--- config.mk ---
export PLATFORM = sky130hd
export DESIGN_NAME = mips_debug_unit
export DESIGN_NICKNAME = d
export VERILOG_FILES = /design/src/rtl/mips_debug_unit.sv
export SDC_FILE = /design/constraint.sdc
export NUM_CORES = 1
export LEC_CHECK = 0
export CAP_MARGIN = 20
export CORE_MARGIN = 4
export CORE_UTILIZATION = 25
export CTS_CLUSTER_SIZE = 28
export DETAILED_ROUTE_END_ITERATION = 16
export GPL_ROUTABILITY_DRIVEN = 0
export GPL_TIMING_DRIVEN = 0
export PLACE_DENSITY = 0.47
export REMOVE_ABC_BUFFERS = 1
export SLEW_MARGIN = 20
export SYNTH_ARGS = -nofsm -noshare
export SYNTH_HDL_FRONTEND = slang
export SYNTH_SLANG_ARGS = --single-unit
--- constraint.sdc ---
create_clock -name i_clk -period 2.95 [get_ports i_clk]
set_input_delay 0.4425 -clock i_clk [delete_from_list [all_inputs] [get_ports i_clk]]
set_output_delay 0.4425 -clock i_clk [all_outputs]
set_load 0.03 [all_outputs]
--- src/rtl/mips_debug_unit.sv ---
// mips_debug_unit: UART-driven loader, run/step controller and PC/data reporter for the MIPS pipeline
module mips_debug_unit #(
  parameter int NB_BITS = 32,
  parameter int NB_ADDR = 7,
  parameter int NB_BYTE = 8
) (
  input  logic               i_clk,
  input  logic               i_rst,
  input  logic [NB_BYTE-1:0] i_rx_data,
  input  logic               i_rx_valid,
  output logic [NB_BYTE-1:0] o_tx_data,
  output logic               o_tx_start,
  input  logic               i_tx_done,
  output logic               o_mips_clk_en,
  output logic               o_mips_rst,
  output logic               o_imem_we,
  output logic [NB_ADDR-1:0] o_imem_addr,
  output logic [NB_BITS-1:0] o_imem_data,
  input  logic [NB_BITS-1:0] i_mips_pc,
  input  logic [NB_BITS-1:0] i_mips_data,
  input  logic               i_halt
);
  localparam int WPB = NB_BITS / NB_BYTE;
  typedef enum logic [2:0] {IDLE, LOAD_CNT, LOAD_BYTE, LOAD_WR, STEP, RUN, SEND, WAIT_TX} state_t;
  state_t state, state_n;
  logic               rst_q;
  logic [NB_BYTE:0]   cnt;
  logic [NB_ADDR-1:0] addr;
  logic [NB_BITS-1:0] sh;
  logic [1:0]         bidx;
  logic [2:0]         tidx;
  logic [2*NB_BITS-1:0] rep;
  always_comb begin
    state_n = state;
    case (state)
      IDLE:      if (i_rx_valid)
                   state_n = i_rx_data == 8'h4C ? LOAD_CNT :
                             i_rx_data == 8'h53 ? STEP :
                             i_rx_data == 8'h52 ? (i_halt ? SEND : RUN) : IDLE;
      LOAD_CNT:  if (i_rx_valid) state_n = LOAD_BYTE;
      LOAD_BYTE: if (i_rx_valid && bidx == 2'(WPB-1)) state_n = LOAD_WR;
      LOAD_WR:   state_n = cnt == 1 ? IDLE : LOAD_BYTE;
      STEP:      state_n = SEND;
      RUN:       if (i_halt) state_n = SEND;
      SEND:      state_n = WAIT_TX;
      WAIT_TX:   if (i_tx_done) state_n = tidx == 3'(2*WPB-1) ? IDLE : SEND;
      default:   state_n = IDLE;
    endcase
  end
  assign o_mips_clk_en = state == STEP || state == RUN;
  assign o_imem_we     = state == LOAD_WR;
  assign o_tx_start    = state == SEND;
  assign o_mips_rst    = rst_q || state inside {LOAD_CNT, LOAD_BYTE, LOAD_WR};
  assign o_imem_addr   = addr;
  assign o_imem_data   = sh;
  assign o_tx_data     = rep[2*NB_BITS-1 -: NB_BYTE];
  always_ff @(posedge i_clk) begin
    if (i_rst) begin
      state <= IDLE;
      rst_q <= 1'b1;
      cnt   <= '0;
      addr  <= '0;
      sh    <= '0;
      bidx  <= '0;
      tidx  <= '0;
      rep   <= '0;
    end else begin
      state <= state_n;
      rst_q <= 1'b0;
      if (state == LOAD_CNT && i_rx_valid) begin
        cnt  <= {i_rx_data == 0, i_rx_data};
        addr <= '0;
        bidx <= '0;
      end
      if (state == LOAD_BYTE && i_rx_valid) begin
        sh   <= {sh[NB_BITS-NB_BYTE-1:0], i_rx_data};
        bidx <= bidx + 1'b1;
      end
      if (state == LOAD_WR) begin
        addr <= addr + 1'b1;
        cnt  <= cnt - 1'b1;
      end
      // snapshot PC/data once per report; the report then shifts out MSB first
      if (state_n == SEND && state != WAIT_TX) begin
        rep  <= {i_mips_pc, i_mips_data};
        tidx <= '0;
      end
      if (state == WAIT_TX && i_tx_done) begin
        rep  <= rep << NB_BYTE;
        tidx <= tidx + 1'b1;
      end
    end
  end
endmodule

==> key figures, run 1 <==
Status
  – Status: finished clean

Yosys
  – Yosys warning total: 0
  – Post-synthesis mux area share: 0%
  – Post-synthesis adder-cell area fraction: 1.40%
  – Main flop type after synthesis: dfxtp_1
  – Flops & latches, synth: 121
  – Simple-Gate Fraction of Synth Area: ~14%
  – Synth async-reset ratio: 0%
  – Netlist cell types: 47
  – Largest family of logic cells by synthesized area: compound AO/OA/AOI/OAI gates
  – Syn_area_per_cell: 8.54 µm²
  – Post-synth EDFFs: 0
  – Synth Instances: 627
  – Sequential area share after synthesis: 45.2%
  – Synth Area in Compound Gates: 33.0%
  – Mapped Area: 5360 µm²
  – Xor/xnor share of the synthesized area: 0%

Placed design
  – DP Cell Count: 965
  – Post-DP HPWL: 10500 µm
  – Port Buffers: 127

STA
  – Max-slew violation count: 0
  – F_max: 0.354 GHz
  – Rel. slew slack: 46.6%
  – Unrepaired setup endpoints after global routing: true
  – Slew @ Worst Pin: about 0.80 ns
  – Setup violators final: 0
  – Tcrit/Tclk final: a little over nine tenths
  – Minimum clock period: 2.83 ns
  – Worst Clk Skew: 0.00818 ns
  – Hold Vio Cnt, Final: 0

Global routing
  – Number of global-route vias before repair: 5241
  – Initial antenna violation count: 0
  – First-pass GRT wire length: around 27000 µm
  – Grt ovf: 0
  – Gr usage total: 13.8%
  – Pin count of the biggest net entering global routing: 80

Power
  – P per Cell Area: 552 nW/µm²
  – Share of power burned in registers: 39.1%
  – Comb power frac: about 5.1%
  – Switching share of power: 20.8%
  – Clock group share of total power: 55.7%
  – Net Switching: slightly below 0.0009 W
  – Design Power: around 0.0042 W
  – Internal cell power: approximately 0.0033 W
  – Leak: 2.35 nW
  – Max VDD drop: ~350 µV

Die
  – Core Box Area: between 20000 and 25000 µm²
  – Top Ports: 128
  – Initial core utilization: 25.5%
  – Die X: 154 µm
  – Die height: 154 µm
  – # rows: 53
  – Die area: 23800 µm²

CTS
  – Clock root buffer: clkbuf_16
  – Clk sinks: about 120
  – Clock latency on the worst-skew pair: 0.42 ns
  – Clock buffer depth: 2
  – H-tree depth: 4
  – Worst-path clk slew: around 0.060 ns
  – CTS tree: yes
  – TritonCTS Buffers: 17
  – Hold Buf Count CTS: 0

Run
  – Max-Cap Viols: 0

Detailed routing
  – Via Count: between 5000 and 6000
  – Routed Antenna Nets: 0
  – WL final: around 17000 µm
  – DRT Pass-1 Iters: 5
  – Initial drt markers: approximately 340
  – Routed length per placed instance: 17.2 µm
  – Drt drc: 0
  – Routed vias/inst: 5.27

Worst setup path
  – R2R Setup Slk: 0.16 ns
  – Setup CP Type: in -> reg
  – Slowest stage cell on the critical path: clkdlybuf4s50_1
  – Slowest cell delay on critical path: 0.52 ns
  – Worst Path Arrival: ~3.2 ns
  – Startpoint types: primary input
  – Crit end category: flip-flop
  – Worst path cell trace: clkdlybuf4s50_1, nand4b_1, nor4_1, a31oi_1, nor2_4, buf_16, buf_12, a32oi_1, a21oi_1
  – Critical path buffers and inverters: 3
  – CP max FO: 32
  – CP top delay family: simple AND/OR/NAND/NOR gates
  – WP data required: 3.29 ns

Layout
  – Share of layout cells above drive strength 1: 8.14%
  – Synth-to-Final Area Change: 41.6%
  – Filler instances: between 2000 and 2500
  – Antenna cell count: 0
  – Fin nets: 795
  – Final std cells w/o fill: 1000

Hold path
  – HP Class: in -> reg
-- synth_stat cells (3+ instances only) --
master | number | area, µm²
a211oi_1 | 5 | 37.5
a21oi_1 | 112 | 561
a31oi_1 | 5 | 31.3
a32oi_1 | 56 | 490
buf_2 | 6 | 30.0
buf_4 | 9 | 67.6
buf_6 | 3 | 33.8
clkbuf_1 | 54 | 203
dfxtp_1 | 121 | 2420
ha_1 | 6 | 75.1
inv_1 | 3 | 11.3
nand2_1 | 76 | 285
nand2b_1 | 7 | 43.8
nand3_1 | 17 | 85.1
nand3b_1 | 5 | 37.5
nor2_1 | 22 | 82.6
nor2b_1 | 4 | 25.0
nor3_1 | 5 | 25.0
nor4_1 | 3 | 18.8
o211ai_1 | 61 | 458
o21a_1 | 3 | 22.5
o21ai_1 | 9 | 45.0
or4_1 | 4 | 30.0
-- flip-flops by register name (all words and copies together) (netlist names) --
name / count
bidx: 2
cnt: 9
o_imem_addr: 7
o_imem_data: 32
rep: 64
rst_q: 1
state: 3
tidx: 3
-- final timing paths --
check,from,endpoint,cells past startpoint
setup / recovery,i_rx_data[7],rep[25],9
hold reg to reg,o_imem_data[24],o_imem_data[24],2
setup reg to reg,cnt[4],rep[25],8
hold / removal,i_rst,rep[16],2
-- cells in the final DEF (no fill, tap or decap), types with 2 or more instances in the layout --
cell | Yosys | final
dfxtp_2 | 0 | 2
nand2b_1 | 7 | 7
a31oi_1 | 5 | 5
nor2_1 | 22 | 21
nor2b_1 | 4 | 4
a32oi_1 | 56 | 56
o21ai_0 | 2 | 2
inv_1 | 3 | 3
ha_1 | 6 | 6
clkbuf_8 | 0 | 3
nor3_1 | 5 | 5
a211oi_1 | 5 | 4
buf_12 | 0 | 2
o21a_1 | 3 | 2
nand2_1 | 76 | 75
nand3_1 | 17 | 17
o311ai_0 | 2 | 2
buf_4 | 9 | 3
nand3b_1 | 5 | 5
o211ai_1 | 61 | 61
clkdlybuf4s50_1 | 0 | 126
a22oi_1 | 2 | 2
a21oi_1 | 112 | 112
clkinvlp_4 | 0 | 3
nor4_1 | 3 | 3
o21ai_1 | 9 | 8
or2_2 | 2 | 3
or4_1 | 4 | 4
bufinv_16 | 0 | 5
clkbuf_16 | 0 | 17
buf_16 | 0 | 5
o21bai_1 | 2 | 2
dfxtp_1 | 121 | 119
clkinv_2 | 0 | 2
-- power by group through the flow --
| stage | clock network, W | logic [W] | registers [W] |
|---|---|---|---|
| 2_1_floorplan | 0 | 0.0000340 | 0.00168 |
| 3_3_place_gp | 0 | 0.000194 | 0.00168 |
| 3_5_place_dp | 0 | 0.000210 | 0.00168 |
| 4_1_cts | 0.00240 | 0.000211 | 0.00164 |
| 5_1_grt | 0.00248 | 0.000227 | 0.00164 |
| 6_report | 0.00234 | 0.000215 | 0.00164 |
-- timing repair --
action                                  4_1_cts  5_1_grt
endpoints found under the hold margin         0        0
buffers inserted                              0        1
endpoints found under the setup margin        0       30
gates resized for setup                       0        4
-- cell type report --
type	instances	area [µm²]	share of cell area [%]
clock buffers	21	470	6.20
clock inverters	11	191	2.52
inverters	4	15.0	0.198
multi-input cells	430	2650	35.0
flip-flops and latches	121	2420	32.0
well taps	275	344	4.53
repair buffers	138	1490	19.6
-- logic make-up after synthesis --
group / after synthesis
flip-flops: 121
adder cells (fa/ha/maj): 6
AO/OA/AOI/OAI: 266
buffers and inverters: 78
AND/OR/NAND/NOR: 156
-- per-stage QoR --
stage	utilization [%]	hold WS, ns	instance area, µm²	setup TNS (ns)	setup WS, ns
floorplan	-	0.458	5020	-60.69	-0.915
global placement	31.5	0.441	6630	-294.84	-3.26
detailed placement	32.7	0.449	6880	-12.75	-0.365
CTS	35.9	0.358	7550	0	0.0337
global route	36.1	0.384	7590	-0.0169	-0.0133
finish	36.1	0.384	7590	0	0.121
-- routing by layer --
metal  wire length [µm]  GRT usage (%)
met4                200           4.67
met1               7710           17.1
met3               1480           5.93
met5                  0              0
met2               7860           21.7
Power figures use the tool's default switching activity.
==> inputs of run 2 (changes only) <==
- SKIP_LAST_GASP: default -> 1
==> run 2 against run 1 <==
Final area did not move. Critical path type unchanged. Wire length barely moved. Die area did not move. Flip-flop and latch count did not move. Via count rose by 0.59%. Setup slack got worse by 0.010 ns. Count of clock-buffer cells in the layout did not move.
==> key figures, run 2 (synthesized netlist as in run 1, its figures left out) <==
Hold path
  – HP Class: in -> reg

Worst setup path
  – Crit Reg-Reg Startpoint: cnt[4]
  – CP startpoint: i_rx_data[7]
  – WP data required: 3.29 ns
  – R2R Setup Slk: about 0.16 ns
  – R2R Path End: rep[25]
  – Worst path cell trace: clkdlybuf4s50_1, nand4b_1, nor4_1, a31oi_1, nor2_4, buf_16, buf_12, a32oi_1, a21oi_1
  – Setup crit end: rep[25]
  – Worst reg-to-reg path cell count: 8
  – Startpoint types: primary input
  – Crit end category: flip-flop
  – Slowest stage cell on the critical path: clkdlybuf4s50_1
  – Slowest cell delay on critical path: 0.52 ns
  – CP max FO: 32
  – Setup CP Type: in -> reg
  – Worst Path Arrival: 3.18 ns

Detailed routing
  – WL final: approximately 17000 µm
  – Routed Antenna Nets: 0
  – Met3 routed wirelength: 1500 µm
  – Drt drc: 0
  – Routed length per placed instance: 17.2 µm
  – Initial drt markers: between 300 and 400
  – Routed vias/inst: 5.30
  – M1 wire length: between 7000 and 8000 µm
  – Highest metal used: met4
  – DRT Pass-1 Iters: 5
  – Routed wl met2: 7860 µm
  – Via Count: between 5000 and 6000

Global routing
  – Pin count of the biggest net entering global routing: 80
  – Grt ovf: 0
  – Gr usage total: roughly 14%
  – Initial antenna violation count: 0
  – First-pass GRT wire length: 27100 µm
  – Number of global-route vias before repair: 5241

Placed design
  – Post-DP HPWL: between 10000 and 15000 µm
  – Pre-CTS setup slack: -0.365 ns
  – Port Buffers: 127
  – DP Area: 6880 µm²

CTS
  – TritonCTS Buffers: 17
  – Clock latency on the worst-skew pair: 0.42 ns
  – Clock buffer depth: 2
  – Clk sinks: 121
  – Worst-path clk slew: 0.06 ns
  – CTS tree: yes
  – Clock root buffer: clkbuf_16
  – H-tree depth: 4

Layout
  – Biggest register: rep
  – Fin nets: 795
  – Commonest cells after routing, fill and taps aside: clkdlybuf4s50_1, dfxtp_1, a21oi_1, nand2_1, o211ai_1
  – Final std cell area, no fill: 7590 µm²
  – Share of layout cells above drive strength 1: 8.14%
  – Synth-to-Final Area Change: 41.6%
  – Max reg flops: between 60 and 70
  – Antenna cell count: 0
  – Commonest non-fill, non-tap cell in the layout: clkdlybuf4s50_1

STA
  – Hold Vio Cnt, Final: 0
  – F_max: 0.352 GHz
  – Worst Clk Skew: 0.00785 ns
  – Rel. slew slack: 46.5%
  – Slew @ Worst Pin: 0.798 ns
  – Tcrit/Tclk final: 96.2%
  – Worst hold slack: 0.383 ns
  – Setup violators final: 0
  – Minimum clock period: 2.84 ns
  – Max-slew violation count: 0
  – Unrepaired setup endpoints after global routing: true
  – Setup WS post-layout: 0.111 ns

Power
  – Leak: 2.35 nW
  – Max VDD drop: 352 µV
  – Design Power: 0.00419 W
  – P per Cell Area: 553 nW/µm²

Die
  – Top Ports: 128
  – Die height: between 150 and 200 µm
  – Initial core utilization: 25.5%
  – Core Box Area: approximately 21000 µm²
  – # rows: 53
  – Die area: 23800 µm²
  – Die X: 154 µm

Status
  – Status: finished clean

Run
  – Max-Cap Viols: 0
==> run 2: cell counts in the layout (fill, tap and decap cells not counted) <==
No cell type changed its count.
==> run 2: layout make-up <==
class | count | area, µm²
Timing Repair Buffer | 138 | 1490
Sequential cell | 121 | 2420
Inverter | 4 | 15.0
Multi-Input combinational cell | 430 | 2650
Tap cell | 275 | 344
Clock buffer | 21 | 470
Fill cell | 2090 | 13400
Clock inverter | 11 | 191
==> run 2: worst min-delay path by stage <==
stage | from | to | slack, ns | cells past startpoint
detailed placement | o_imem_data[24] | o_imem_data[24] | 0.45 | 2
finish | i_rst | rep[48] | 0.38 | 2
global placement | o_imem_data[24] | o_imem_data[24] | 0.44 | 2
floorplan | rep[0] | rep[0] | 0.46 | 2
global route | i_rst | rep[16] | 0.38 | 2
CTS | i_rst | o_imem_addr[6] | 0.36 | 2
==> run 2: critical path: cells and delay by family <==
kind | cells | cell delay, ns
and+or+nand+nor | 3 | 1.13
buffers and inverters | 3 | 0.94
AOI/OAI and AO/OA | 3 | 0.66
==> run 2: stage by stage <==
stage          TNS [ns]  instances  utilization, %
3_5_place_dp     -12.75        965            32.7
6_report              0       1000            36.1
4_1_cts               0        997            35.9
2_1_floorplan    -60.69        553               -
3_3_place_gp    -294.84        955            31.5
5_1_grt         -0.0169       1000            36.1
==> run 2: repair_timing <==
item,CTS,global route
setup endpoints to repair,0,30
hold buffers,0,0
setup buffers,0,1
hold endpoints to repair,0,0
gates resized for setup,0,4
==> run 2: routing by layer <==
metal / vias to the layer above / track usage [%]
met2: 173 / 21.7
met5: - / 0
met4: 0 / 4.67
met3: 19 / 5.93
met1: 2581 / 17.1
li1: 2526 / -
==> run 2: power by group <==
group / internal (W) / leakage, nW / switching [W]
combinational: 0.000114 / 1.06 / 0.000101
sequential: 0.00164 / 0.975 / 0.00000295
clock: 0.00157 / 0.316 / 0.000773
==> inputs of run 3 (changes only) <==
- CORE_MARGIN: 4 -> 2
- SKIP_CTS_REPAIR_TIMING: default -> 1
- clock period: 2.95 -> 2.7 ns (I/O delays scaled with it)
==> run 3 against run 2 <==
Die area shrank 5.1%. Non-clock buffer count grew 5. Register-to-register slack worse by 0.04 ns. Sequential share of layout area grew 0.19 points. Final area shrank 0.53%. Count of clock-buffer cells in the layout stayed put. First-iteration DRC count up 6.6%. Flip-flop and latch count is the same. Wire length decreased by 2.9%. Critical path depth shrank 1. Hold slack lost 0.0083 ns. Critical endpoint is now rep[42]. Highest routed layer unchanged.
==> key figures, run 3 (synthesized netlist as in run 1, its figures left out) <==
STA
  – F_max: between 0.3 and 0.4 GHz
  – Slew @ Worst Pin: 0.787 ns
  – Max-slew violation count: 0
  – Worst Clk Skew: 0.00867 ns
  – Minimum clock period: 2.58 ns
  – Setup WS post-layout: 0.123 ns
  – Hold Vio Cnt, Final: 0
  – Setup TNS: 0 ns
  – Rel. slew slack: between 40% and 50%
  – Setup violators final: 0
  – Tcrit/Tclk final: 95.5%

Worst setup path
  – Startpoint types: flip-flop
  – R2R Setup Slk: 0.12 ns
  – Worst reg-to-reg path cell count: 8
  – Worst Path Arrival: 2.86 ns
  – WP data required: 2.98 ns
  – Slowest stage cell on the critical path: or4_1
  – CP max FO: 29
  – Setup CP Type: reg -> reg
  – R2R Path End: rep[42]
  – Crit end category: flip-flop
  – Worst path cell trace: or3_4, or4_1, a221oi_4, buf_4, nor2_4, buf_16, a32oi_1, a21oi_1
  – Crit Reg-Reg Startpoint: cnt[4]
  – Slowest cell delay on critical path: between 0.5 and 0.6 ns

Die
  – Die area: 22600 µm²
  – Initial core utilization: around 25%
  – Die X: 150 µm
  – Die height: approximately 150 µm
  – # rows: 53
  – Top Ports: 128
  – Core Box Area: 21000 µm²

Global routing
  – Gr usage total: 14.6%
  – Number of global-route vias before repair: 5159
  – Initial antenna violation count: 1
  – Pin count of the biggest net entering global routing: 69
  – Grt ovf: 0
  – First-pass GRT wire length: 26400 µm

Layout
  – Antenna cell count: 0
  – FF+latch area: 2430 µm²
  – Fin nets: 800
  – Commonest non-fill, non-tap cell in the layout: clkdlybuf4s50_1
  – Area of the multi-input gates: about 2700 µm²
  – Synth-to-Final Area Change: 40.9%
  – Final std cells w/o fill: about 1000
  – Max reg flops: 64
  – Biggest register: rep
  – Filler instances: 2111
  – Final std cell area, no fill: between 7000 and 8000 µm²
  – Commonest cells after routing, fill and taps aside: clkdlybuf4s50_1, dfxtp_1, a21oi_1, nand2_1, o211ai_1
  – Share of layout cells above drive strength 1: under 10%

Placed design
  – Pre-CTS setup slack: -0.525 ns
  – DP Cell Count: about 970
  – Post-DP HPWL: 10400 µm
  – Port Buffers: 127
  – DP Area: 6900 µm²

Detailed routing
  – Routed length per placed instance: 16.7 µm
  – DRT Pass-1 Iters: 4
  – Drt drc: 0
  – Routed Antenna Nets: 0
  – WL final: between 15000 and 20000 µm
  – Routed vias/inst: 5.25
  – Initial drt markers: 325
  – Via Count: 5275

CTS
  – Worst-path clk slew: about 0.060 ns
  – Clock latency on the worst-skew pair: 0.42 ns
  – CTS tree: yes
  – TritonCTS Buffers: 17
  – Clock buffer depth: 2
  – Clock root buffer: clkbuf_16
  – H-tree depth: 4
  – Clk sinks: 121

Power
  – Max VDD drop: 395 µV
  – Design Power: 0.00425 W
  – Leak: 2.36 nW
  – P per Cell Area: 564 nW/µm²

Hold path
  – Hold path cells: 2
  – Hold EP: rep[35]
  – HP Class: in -> reg
  – Hold path start: i_rst

Run
  – Max-Cap Viols: 0

Status
  – Status: finished clean
==> run 3: worst max-delay path by stage <==
| stage | startpoint | endpoint | slack, ns | cells past startpoint |
|---|---|---|---|---|
| floorplan | i_rx_data[0] | rep[10] | -1.13 | 6 |
| global placement | i_rx_data[6] | rep[29] | -3.56 | 7 |
| detailed placement | i_rx_data[6] | rep[42] | -0.53 | 8 |
| CTS | cnt[4] | rep[42] | -0.16 | 7 |
| global route | cnt[4] | rep[38] | -0.03 | 8 |
| finish | cnt[4] | rep[42] | 0.12 | 8 |
==> run 3: area by class of cell <==
cell class / count / area share [%]
sequential: 121 / 32.1
tap: 275 / 4.56
timing repair buffer: 143 / 20.3
multi-input combinational: 430 / 35.2
inverter: 4 / 0.199
clock inverter: 11 / 1.62
clock buffer: 21 / 5.97
==> run 3: through the flow <==
step                hold WS (ns)  utilization [%]
finish                     0.375             35.9
global route               0.385             35.9
CTS                        0.364             35.5
detailed placement         0.450             32.8
global placement           0.442             31.5
floorplan                  0.433                -
==> run 3: report_power, final <==
| group | switching [W] | total [W] | leakage (nW) | internal [W] |
|---|---|---|---|---|
| Sequential | 0.00000323 | 0.00179 | 0.976 | 0.00179 |
| Combinational | 0.000109 | 0.000236 | 1.11 | 0.000127 |
| Clock | 0.000846 | 0.00223 | 0.269 | 0.00138 |
==> run 3: critical path, delay by kind of cell (launching register included) <==
kind / cells / cell delay (ns)
flops: 1 / 0.35
buf+inv: 2 / 0.38
compound gates: 3 / 0.65
simple gates: 3 / 1.05
==> run 3: routing by layer <==
layer / GRT usage [%] / share of wire (%) / vias to the layer above
met1: 18.1 / 44 / 2571
li1: - / - / 2542
met5: 0 / 0 / -
met4: 3.87 / 0.91 / 0
met3: 5.94 / 8.3 / 13
met2: 23.4 / 47 / 149
